### src/rtl/x_top_pkg.sv
// rtl/x_top_pkg.sv - shared widths, scan codes, op encodings and 7-seg helper for the keypad calculator
`ifndef DATA_W
`define DATA_W 32
`endif

package x_top_pkg;

  localparam int DATA_W      = `DATA_W;
  localparam int REGF_ADDR_W = 4;
  localparam int REGF_DEPTH  = 1 << REGF_ADDR_W;

  // regf word assignments
  localparam int R_ACC  = 0;
  localparam int R_OPD  = 1;
  localparam int R_OP   = 2;
  localparam int R_CODE = 3;
  localparam int R_CNT  = 4;

  localparam logic [7:0] SC_BREAK = 8'hF0;
  localparam logic [7:0] SC_EXT   = 8'hE0;
  localparam logic [7:0] SC_ADD   = 8'h79;
  localparam logic [7:0] SC_SUB   = 8'h7B;
  localparam logic [7:0] SC_ENTER = 8'h5A;

  localparam logic signed [DATA_W-1:0] ACC_MAX = 999;
  localparam logic signed [DATA_W-1:0] ACC_MIN = -999;

  // active-low {dp,g,f,e,d,c,b,a}
  localparam logic [7:0] SEG_BLANK = 8'hFF;
  localparam logic [7:0] SEG_MINUS = 8'hBF;

  typedef enum logic [1:0] {
    OP_NONE = 2'd0,
    OP_ADD  = 2'd1,
    OP_SUB  = 2'd2
  } op_e;

  typedef enum logic [2:0] {
    KEY_NONE,
    KEY_DIGIT,
    KEY_ADD,
    KEY_SUB,
    KEY_ENTER
  } key_e;

  typedef struct packed {
    key_e       kind;
    logic [3:0] digit;
  } key_t;

  typedef enum logic [1:0] {
    RX_IDLE,
    RX_DATA,
    RX_PARITY,
    RX_STOP
  } rx_state_e;

  function automatic key_t decode_key(input logic [7:0] code);
    key_t k;
    k.kind  = KEY_DIGIT;
    k.digit = 4'd0;
    case (code)
      8'h70:    k.digit = 4'd0;
      8'h69:    k.digit = 4'd1;
      8'h72:    k.digit = 4'd2;
      8'h7A:    k.digit = 4'd3;
      8'h6B:    k.digit = 4'd4;
      8'h73:    k.digit = 4'd5;
      8'h74:    k.digit = 4'd6;
      8'h6C:    k.digit = 4'd7;
      8'h75:    k.digit = 4'd8;
      8'h7D:    k.digit = 4'd9;
      SC_ADD:   k.kind  = KEY_ADD;
      SC_SUB:   k.kind  = KEY_SUB;
      SC_ENTER: k.kind  = KEY_ENTER;
      default:  k.kind  = KEY_NONE;
    endcase
    return k;
  endfunction

  function automatic logic [7:0] seg7(input logic [3:0] d);
    logic [7:0] s;
    case (d)
      4'd0:    s = 8'hC0;
      4'd1:    s = 8'hF9;
      4'd2:    s = 8'hA4;
      4'd3:    s = 8'hB0;
      4'd4:    s = 8'h99;
      4'd5:    s = 8'h92;
      4'd6:    s = 8'h82;
      4'd7:    s = 8'hF8;
      4'd8:    s = 8'h80;
      4'd9:    s = 8'h90;
      default: s = SEG_BLANK;
    endcase
    return s;
  endfunction

endpackage

### src/rtl/x_top_if.sv
// rtl/x_top_if.sv - PS/2 keyboard line bundle (clock + data)
interface x_top_if;
  logic ps2_clk;
  logic ps2_data;

  // keyboard side drives the lines, receiver only observes them
  modport master (output ps2_clk, output ps2_data);
  modport slave  (input  ps2_clk, input  ps2_data);
endinterface

### src/rtl/x_top_ps2_rx.sv
// rtl/x_top_ps2_rx.sv - PS/2 frame receiver with line sync, falling-edge sampling and mid-frame timeout
module x_top_ps2_rx
  import x_top_pkg::*;
#(
  parameter int PS2_TIMEOUT = 100000
) (
  input  logic       clk,
  input  logic       rst,
  x_top_if.slave     ps2_i,
  output logic [7:0] tdata_o,
  output logic       tvalid_o
);

  localparam int TO_W = $clog2(PS2_TIMEOUT + 1);

  // [1] is the synced clock, [2] its previous value for edge detection
  logic [2:0]      clk_sync_q;
  logic [1:0]      data_sync_q;
  rx_state_e       state_q;
  logic [2:0]      bit_cnt_q;
  logic [7:0]      shift_q;
  logic [TO_W-1:0] idle_cnt_q;
  logic [7:0]      code_q;
  logic            valid_q;
  logic            fall;

  assign fall     = clk_sync_q[2] & ~clk_sync_q[1];
  assign tdata_o  = code_q;
  assign tvalid_o = valid_q;

  // two-flop synchronisers on both asynchronous PS/2 lines
  always_ff @(posedge clk) begin
    if (rst) begin
      clk_sync_q  <= '1;
      data_sync_q <= '1;
    end else begin
      clk_sync_q  <= {clk_sync_q[1:0], ps2_i.ps2_clk};
      data_sync_q <= {data_sync_q[0], ps2_i.ps2_data};
    end
  end

  // frame FSM: one bit per falling edge, a stalled partial frame is abandoned
  always_ff @(posedge clk) begin
    if (rst) begin
      state_q    <= RX_IDLE;
      bit_cnt_q  <= '0;
      shift_q    <= '0;
      idle_cnt_q <= '0;
      code_q     <= '0;
      valid_q    <= 1'b0;
    end else begin
      valid_q <= 1'b0;
      if (fall) begin
        idle_cnt_q <= '0;
      end else if (state_q != RX_IDLE) begin
        idle_cnt_q <= idle_cnt_q + TO_W'(1);
      end
      if (fall) begin
        case (state_q)
          RX_IDLE: begin
            // a high start bit is noise; keep waiting
            if (!data_sync_q[1]) begin
              state_q   <= RX_DATA;
              bit_cnt_q <= '0;
            end
          end
          RX_DATA: begin
            shift_q   <= {data_sync_q[1], shift_q[7:1]};
            bit_cnt_q <= bit_cnt_q + 3'd1;
            if (bit_cnt_q == 3'd7) state_q <= RX_PARITY;
          end
          RX_PARITY: state_q <= RX_STOP;
          RX_STOP: begin
            state_q <= RX_IDLE;
            if (data_sync_q[1]) begin
              code_q  <= shift_q;
              valid_q <= 1'b1;
            end
          end
          default: state_q <= RX_IDLE;
        endcase
      end else if (state_q != RX_IDLE && idle_cnt_q == TO_W'(PS2_TIMEOUT - 1)) begin
        state_q   <= RX_IDLE;
        bit_cnt_q <= '0;
      end
    end
  end

endmodule

### src/rtl/x_top_regf.sv
// rtl/x_top_regf.sv - 16-word calculator state register file with per-word write enables
module x_top_regf
  import x_top_pkg::*;
(
  input  logic                                clk,
  input  logic                                rst,
  input  logic [REGF_DEPTH-1:0]               we_i,
  input  logic [REGF_DEPTH-1:0][DATA_W-1:0]   wdata_i,
  output logic [REGF_DEPTH-1:0][DATA_W-1:0]   rdata_o
);

  logic [DATA_W-1:0] reg_1 [REGF_DEPTH];

  // several words may change in the same cycle (e.g. Enter clears three)
  always_ff @(posedge clk) begin
    for (int i = 0; i < REGF_DEPTH; i++) begin
      if (rst) begin
        reg_1[i] <= '0;
      end else if (we_i[i]) begin
        reg_1[i] <= wdata_i[i];
      end
    end
  end

  // flat read view of every word
  always_comb begin
    for (int i = 0; i < REGF_DEPTH; i++) begin
      rdata_o[i] = reg_1[i];
    end
  end

endmodule

### src/rtl/x_top.sv
// rtl/x_top.sv - keypad calculator top: PS/2 in, saturating signed accumulator, 4-digit 7-seg out
module x_top
  import x_top_pkg::*;
#(
  parameter int PS2_TIMEOUT = 100000,
  parameter int REFRESH_DIV = 50000
) (
  input  logic        clk,
  input  logic        rst,
  input  logic        ps2_data,
  input  logic        ps2_clk,
  input  logic        push_AC,
  input  logic        push_C,
  output logic [11:0] disp_ctrl,
  output logic [7:0]  gpo_out
);

  localparam int REF_W = $clog2(REFRESH_DIV + 1);

  x_top_if u_ps2_if ();
  assign u_ps2_if.ps2_clk  = ps2_clk;
  assign u_ps2_if.ps2_data = ps2_data;

  logic [7:0] code;
  logic       code_valid;

  x_top_ps2_rx #(.PS2_TIMEOUT(PS2_TIMEOUT)) u_rx (
    .clk      (clk),
    .rst      (rst),
    .ps2_i    (u_ps2_if),
    .tdata_o  (code),
    .tvalid_o (code_valid)
  );

  logic [REGF_DEPTH-1:0]             we;
  logic [REGF_DEPTH-1:0][DATA_W-1:0] wdata;
  logic [REGF_DEPTH-1:0][DATA_W-1:0] rdata;

  x_top_regf u_regf (
    .clk     (clk),
    .rst     (rst),
    .we_i    (we),
    .wdata_i (wdata),
    .rdata_o (rdata)
  );

  logic signed [DATA_W-1:0] acc, sum, sat;
  logic [DATA_W-1:0]        opd, cnt;
  op_e                      op;
  key_t                     key;
  logic                     key_act;
  logic                     brk_q, brk_d;

  assign acc = $signed(rdata[R_ACC]);
  assign opd = rdata[R_OPD];
  assign cnt = rdata[R_CNT];
  assign op  = op_e'(rdata[R_OP][1:0]);

  // break-prefix tracking; a key only acts when it is a make code
  always_comb begin
    key     = decode_key(code);
    brk_d   = brk_q;
    key_act = 1'b0;
    if (code_valid) begin
      if (brk_q) begin
        brk_d = 1'b0;
      end else if (code == SC_BREAK) begin
        brk_d = 1'b1;
      end else begin
        key_act = (key.kind != KEY_NONE);
      end
    end
  end

  // break flag register
  always_ff @(posedge clk) begin
    if (rst) brk_q <= 1'b0;
    else     brk_q <= brk_d;
  end

  // Enter result, clamped to what three digits plus sign can show
  always_comb begin
    case (op)
      OP_ADD:  sum = acc + $signed(opd);
      OP_SUB:  sum = acc - $signed(opd);
      default: sum = $signed(opd);
    endcase
    if (sum > ACC_MAX)      sat = ACC_MAX;
    else if (sum < ACC_MIN) sat = ACC_MIN;
    else                    sat = sum;
  end

  // calculator next state; buttons override a coincident key
  always_comb begin
    we    = '0;
    wdata = '0;
    if (push_AC) begin
      we[R_ACC] = 1'b1;
      we[R_OPD] = 1'b1;
      we[R_OP]  = 1'b1;
      we[R_CNT] = 1'b1;
    end else if (push_C) begin
      we[R_OPD] = 1'b1;
      we[R_CNT] = 1'b1;
    end else if (key_act) begin
      we[R_CODE]    = 1'b1;
      wdata[R_CODE] = DATA_W'(code);
      case (key.kind)
        KEY_DIGIT: begin
          if (cnt < DATA_W'(3)) begin
            we[R_OPD]    = 1'b1;
            wdata[R_OPD] = opd * DATA_W'(10) + DATA_W'(key.digit);
            we[R_CNT]    = 1'b1;
            wdata[R_CNT] = cnt + DATA_W'(1);
          end
        end
        KEY_ADD: begin
          we[R_OP]    = 1'b1;
          wdata[R_OP] = DATA_W'(OP_ADD);
        end
        KEY_SUB: begin
          we[R_OP]    = 1'b1;
          wdata[R_OP] = DATA_W'(OP_SUB);
        end
        KEY_ENTER: begin
          we[R_ACC]    = 1'b1;
          wdata[R_ACC] = sat;
          we[R_OPD]    = 1'b1;
          we[R_OP]     = 1'b1;
          we[R_CNT]    = 1'b1;
        end
        default: ;
      endcase
    end
  end

  logic signed [DATA_W-1:0] shown;
  logic [DATA_W-1:0]        mag_w;
  logic [9:0]               mag;
  logic                     neg;
  logic [3:0]               d_hund, d_tens, d_unit;

  // pick the value on display and split it into decimal digits
  always_comb begin
    shown  = (cnt != '0) ? $signed(opd) : acc;
    neg    = shown[DATA_W-1];
    mag_w  = neg ? -shown : shown;
    mag    = mag_w[9:0];
    d_hund = 4'(mag / 10'd100);
    d_tens = 4'((mag / 10'd10) % 10'd10);
    d_unit = 4'(mag % 10'd10);
  end

  logic [REF_W-1:0] ref_cnt_q;
  logic [1:0]       slot_q;

  // advance the active digit every REFRESH_DIV cycles
  always_ff @(posedge clk) begin
    if (rst) begin
      ref_cnt_q <= '0;
      slot_q    <= '0;
    end else if (ref_cnt_q == REF_W'(REFRESH_DIV - 1)) begin
      ref_cnt_q <= '0;
      slot_q    <= slot_q + 2'd1;
    end else begin
      ref_cnt_q <= ref_cnt_q + REF_W'(1);
    end
  end

  logic [7:0] seg;
  logic [3:0] anode;

  // segment pattern for the active slot, leading zeros blanked
  always_comb begin
    case (slot_q)
      2'd0:    seg = seg7(d_unit);
      2'd1:    seg = (d_hund != 4'd0 || d_tens != 4'd0) ? seg7(d_tens) : SEG_BLANK;
      2'd2:    seg = (d_hund != 4'd0) ? seg7(d_hund) : SEG_BLANK;
      default: seg = neg ? SEG_MINUS : SEG_BLANK;
    endcase
    anode = ~(4'b0001 << slot_q);
  end

  assign disp_ctrl = rst ? 12'hFFF : {anode, seg};
  assign gpo_out   = rst ? 8'h00 : rdata[R_ACC][7:0];

  logic unused_bits;
  assign unused_bits = ^{rdata[R_CODE], rdata[R_OP][DATA_W-1:2], mag_w[DATA_W-1:10],
                         rdata[REGF_DEPTH-1:5]};

endmodule

### config.mk
export PLATFORM = sky130hd
export DESIGN_NAME = x_top
export DESIGN_NICKNAME = d
export VERILOG_FILES = /design/src/rtl/x_top_pkg.sv /design/src/rtl/x_top_if.sv /design/src/rtl/x_top_ps2_rx.sv /design/src/rtl/x_top_regf.sv /design/src/rtl/x_top.sv
export SDC_FILE = /design/constraint.sdc
export NUM_CORES = 1
export LEC_CHECK = 0
export CORE_MARGIN = 1.5
export CORE_UTILIZATION = 40
export CTS_BUF_LIST = sky130_fd_sc_hd__clkbuf_8
export CTS_CLUSTER_SIZE = 10
export DETAILED_ROUTE_END_ITERATION = 6
export GPL_ROUTABILITY_DRIVEN = 0
export PLACE_DENSITY_LB_ADDON = 0.2
export SYNTH_ARGS = -nofsm -noshare
export SYNTH_HDL_FRONTEND = slang
export SYNTH_SLANG_ARGS = --single-unit
### constraint.sdc
create_clock -name clk -period 15.02 [get_ports clk]
set_input_delay 3.004 -clock clk [delete_from_list [all_inputs] [get_ports clk]]
set_output_delay 3.004 -clock clk [all_outputs]
set_load 0.01 [all_outputs]
==> impl_results.md <==
- Postcts setup bufs: 0
- Port Buffers: 24
- Area leader, netlist: edfxtp_1
- Worst Tran Pin Value: 1150 ps
- Dpl cell area: 15100 um^2
- Internal: roughly 830 uW
- Unique masters post-synth: 103
- Final worst clock skew: 19.2 ps
- IO Pins: 26
- Minimum clock period: 14150 ps
- Initial antenna violation count: 0
- Hold_buf cts: 0
- Max_slew headroom: between 20% and 30%
- Gate power share: around 40%
- Async SR Flop Fraction: 0%
- Top cell type's share of synthesized area: roughly a fifth
- Switching Fraction: 39.6%
- Via count: 12500
- Reg clk slew, reported paths: approximately 110 ps
- Worst EP arrival: about 11000 ps
- Clock buffer depth: 2
- Final period util: 94.2%
- Row cnt: 69
- RSZ-0062 raised after global routing: no
- Routed Antenna Nets: 0
- Final Hold Viols: 0
- Post-Route WL: 34700 um
- First-pass GRT wire length: 57200 um
- Grt ovf: 0
- Clock power share: 24.0%
- Element type at the critical path end: output pin
- Finish-stage setup viols: 0
- PwrDens: between 80 and 90 nW/um^2
- Final instance area: roughly 16000 um^2
- Max VDD drop: 0.0638 mV
- CP Max Fanout: 15
- Die ar.: 37100 um^2
- DR iter-0 viols: 806
- Crit-path max cell delay: 630 ps
- Filler cell count: 3500
- Commonest non-fill, non-tap cell in the layout: nor2_1
- Post-synthesis average cell area: roughly 8.1 um^2
- Main synth FF type: edfxtp_1
- Core area: approximately 35000 um^2
- Pins Over Slew Limit: 0
- Die width: 193 um
- Core Util, Final: 43.9%
- Register area share after synthesis: 29.2%
- Drc violations: 0
- Crit path kind: reg2out
- Status: finished, final reports clean
- Clock sink count: 161
- Initial core utilization: between 40% and 50%
- Worst-skew pair later-pin latency: 490 ps
- Top cells by area, synth: edfxtp_1, ha_1, dfxtp_1, nor2_1, xnor2_1
- Proportion of layout cells with a drive suffix above 1: ~6%
- FF+latch area: 4200 um^2
- Multi-input gate area: 9750 um^2
- TritonRoute pass-1 iters: 6
- Sequential fraction of design power: 35.9%
- Pin count of the biggest net entering global routing: 65
- Post-DP HPWL: 25900 um
- Total GRT Usage: 18.9%
- Synthesis Warnings: 0
- Total power: roughly 1400 uW
- Die height: 193 um
- CTS Buf Count: 17
- Crit-path slowest cell: nor4_4
- EDFF count, synth: 98
- Vias per inst: 5.54
- Pleak: 0.00614 uW
- Max_cap viols: 0
- Hold WC Path Type: reg2reg
- Vias in the first global route: 11500
- Max Fclk: 70.7 MHz
- Post-Route Setup TNS: 0 ps
- CTS tree: built
- Diode count: 0
- WL/cell: between 15 and 20 um
- Area delta synth->final: 8.17%
- Clock root buffer: clkbuf_8
- Most frequent cells in the layout: nor2_1, nand2_1, a21oi_1, ha_1, edfxtp_1
- Sw power: 546 uW
- Cell area after synthesis: 14400 um^2
- Buf+Inv Stages, Crit Path: 4
- CP top delay family: compound AO/OA/AOI/OAI gates
- FF-to-FF setup slack: about 6500 ps
- WP data required: 12020 ps
- #FFs+latches synth: approximately 160
- Layout net count: ~1900
- Startpoint types: flop
- # H-tree levels: 4
- Mapped Cells: between 1500 and 2000
## flip-flops by register name, summed over array words and instances, names as in the netlist
signal	flops
u_rx.shift_q	8
u_rx.tdata_o	8
u_rx.bit_cnt_q	3
brk_q	1
u_rx.state_q	2
ref_cnt_q	16
u_rx.data_sync_q	2
u_rx.idle_cnt_q	17
u_regf.reg_1	98
u_rx.clk_sync_q	3
slot_q	2
u_rx.tvalid_o	1
## what timing repair did
item / in CTS / in global routing
gates resized for setup: 0 / 2
endpoints found under the setup margin: 0 / 1
hold endpoints to repair: 0 / 0
## cell type report
class | count | area share (%)
multi-input combinational | 1490 | 62.6
sequential | 161 | 27.0
tap | 461 | 3.71
inverter | 84 | 2.03
timing repair buffer | 33 | 1.95
clock buffer | 17 | 1.50
clock inverter | 15 | 1.18
## metrics by stage
step                      worst slack, ps  cells  hold WS [ps]
after floorplan                      3370   1796           389
after global placement               1510   2229           433
after detailed placement             1150   2229           431
after CTS                             571   2261           458
after global routing                 94.8   2261           470
final                                 872   2261           458
## path summary, 6_finish.rpt
kind,startpoint,endpoint,depth (start not counted)
worst max register to register,u_regf.reg_1[0][35]$_SDFFCE_PP0P_,u_regf.reg_1[0][14]$_SDFFCE_PP0P_,21
worst min-delay path,u_rx.data_sync_q[0]$_SDFF_PP1_,u_rx.data_sync_q[1]$_SDFF_PP1_,1
worst max-delay path,u_regf.reg_1[0][157]$_SDFFCE_PP0P_,disp_ctrl[6],39
worst min register to register,u_rx.data_sync_q[0]$_SDFF_PP1_,u_rx.data_sync_q[1]$_SDFF_PP1_,1
## logic make-up after synthesis
| family | Yosys count | share of synthesized area (%) |
|---|---|---|
| AND/OR/NAND/NOR | 715 | 23.8 |
| AO/OA/AOI/OAI | 430 | 19.6 |
| flip-flops | 161 | 29.2 |
| buffers and inverters | 145 | 4.01 |
| XOR/XNOR | 142 | 8.64 |
| adder cells (fa/ha/maj) | 139 | 12.2 |
| multiplexers | 33 | 2.52 |
| other | 2 | 0.0522 |
## routing by layer
metal	global-route usage (%)	up-vias	share of wire [%]
met5	0	-	0
met2	30.7	267	45
met3	2.42	33	3.8
met1	26.2	5825	49
li1	-	6392	-
met4	5.37	0	1.4
## worst reg2reg max path, cell delays in order (launching register included)
cell and delay, ps:
edfxtp_1 590, or3_4 480, nor4_1 720, nor3b_1 670, a21oi_1 190, xnor2_1 160, ha_1 330, o21a_1 190
o21ai_0 220, nand2b_1 80, nand2_1 70, a41oi_1 70, o41ai_1 450, o21ai_0 260, o41ai_1 600, o21bai_1 110
a211oi_1 270, o31ai_1 140, or4_1 570, o41ai_2 860, nand2b_1 900, a21oi_1 390
## synthesized netlist by cell type (all sizes together) (11+ instances only)
| cell | n |
|---|---|
| a21o | 13 |
| a21oi | 142 |
| a31oi | 19 |
| and2 | 18 |
| and3 | 18 |
| buf | 25 |
| clkbuf | 36 |
| dfxtp | 63 |
| edfxtp | 98 |
| ha | 133 |
| inv | 83 |
| mux2 | 11 |
| mux2i | 22 |
| nand2 | 185 |
| nand2b | 27 |
| nand3 | 59 |
| nand4 | 22 |
| nor2 | 230 |
| nor2b | 16 |
| nor3 | 50 |
| nor4 | 22 |
| o211ai | 14 |
| o21a | 11 |
| o21ai | 107 |
| o31a | 11 |
| o31ai | 20 |
| or2 | 15 |
| or3 | 16 |
| xnor2 | 86 |
| xor2 | 56 |
## power groups by stage
stage               Clock, uW  Sequential (uW)  Combinational, uW
CTS                       346              496                549
floorplan                   0              500                422
global placement            0              506                545
global route              358              498                621
finish                    331              496                553
detailed placement          0              506                545
No activity file was read; power rests on OpenSTA's default activity.
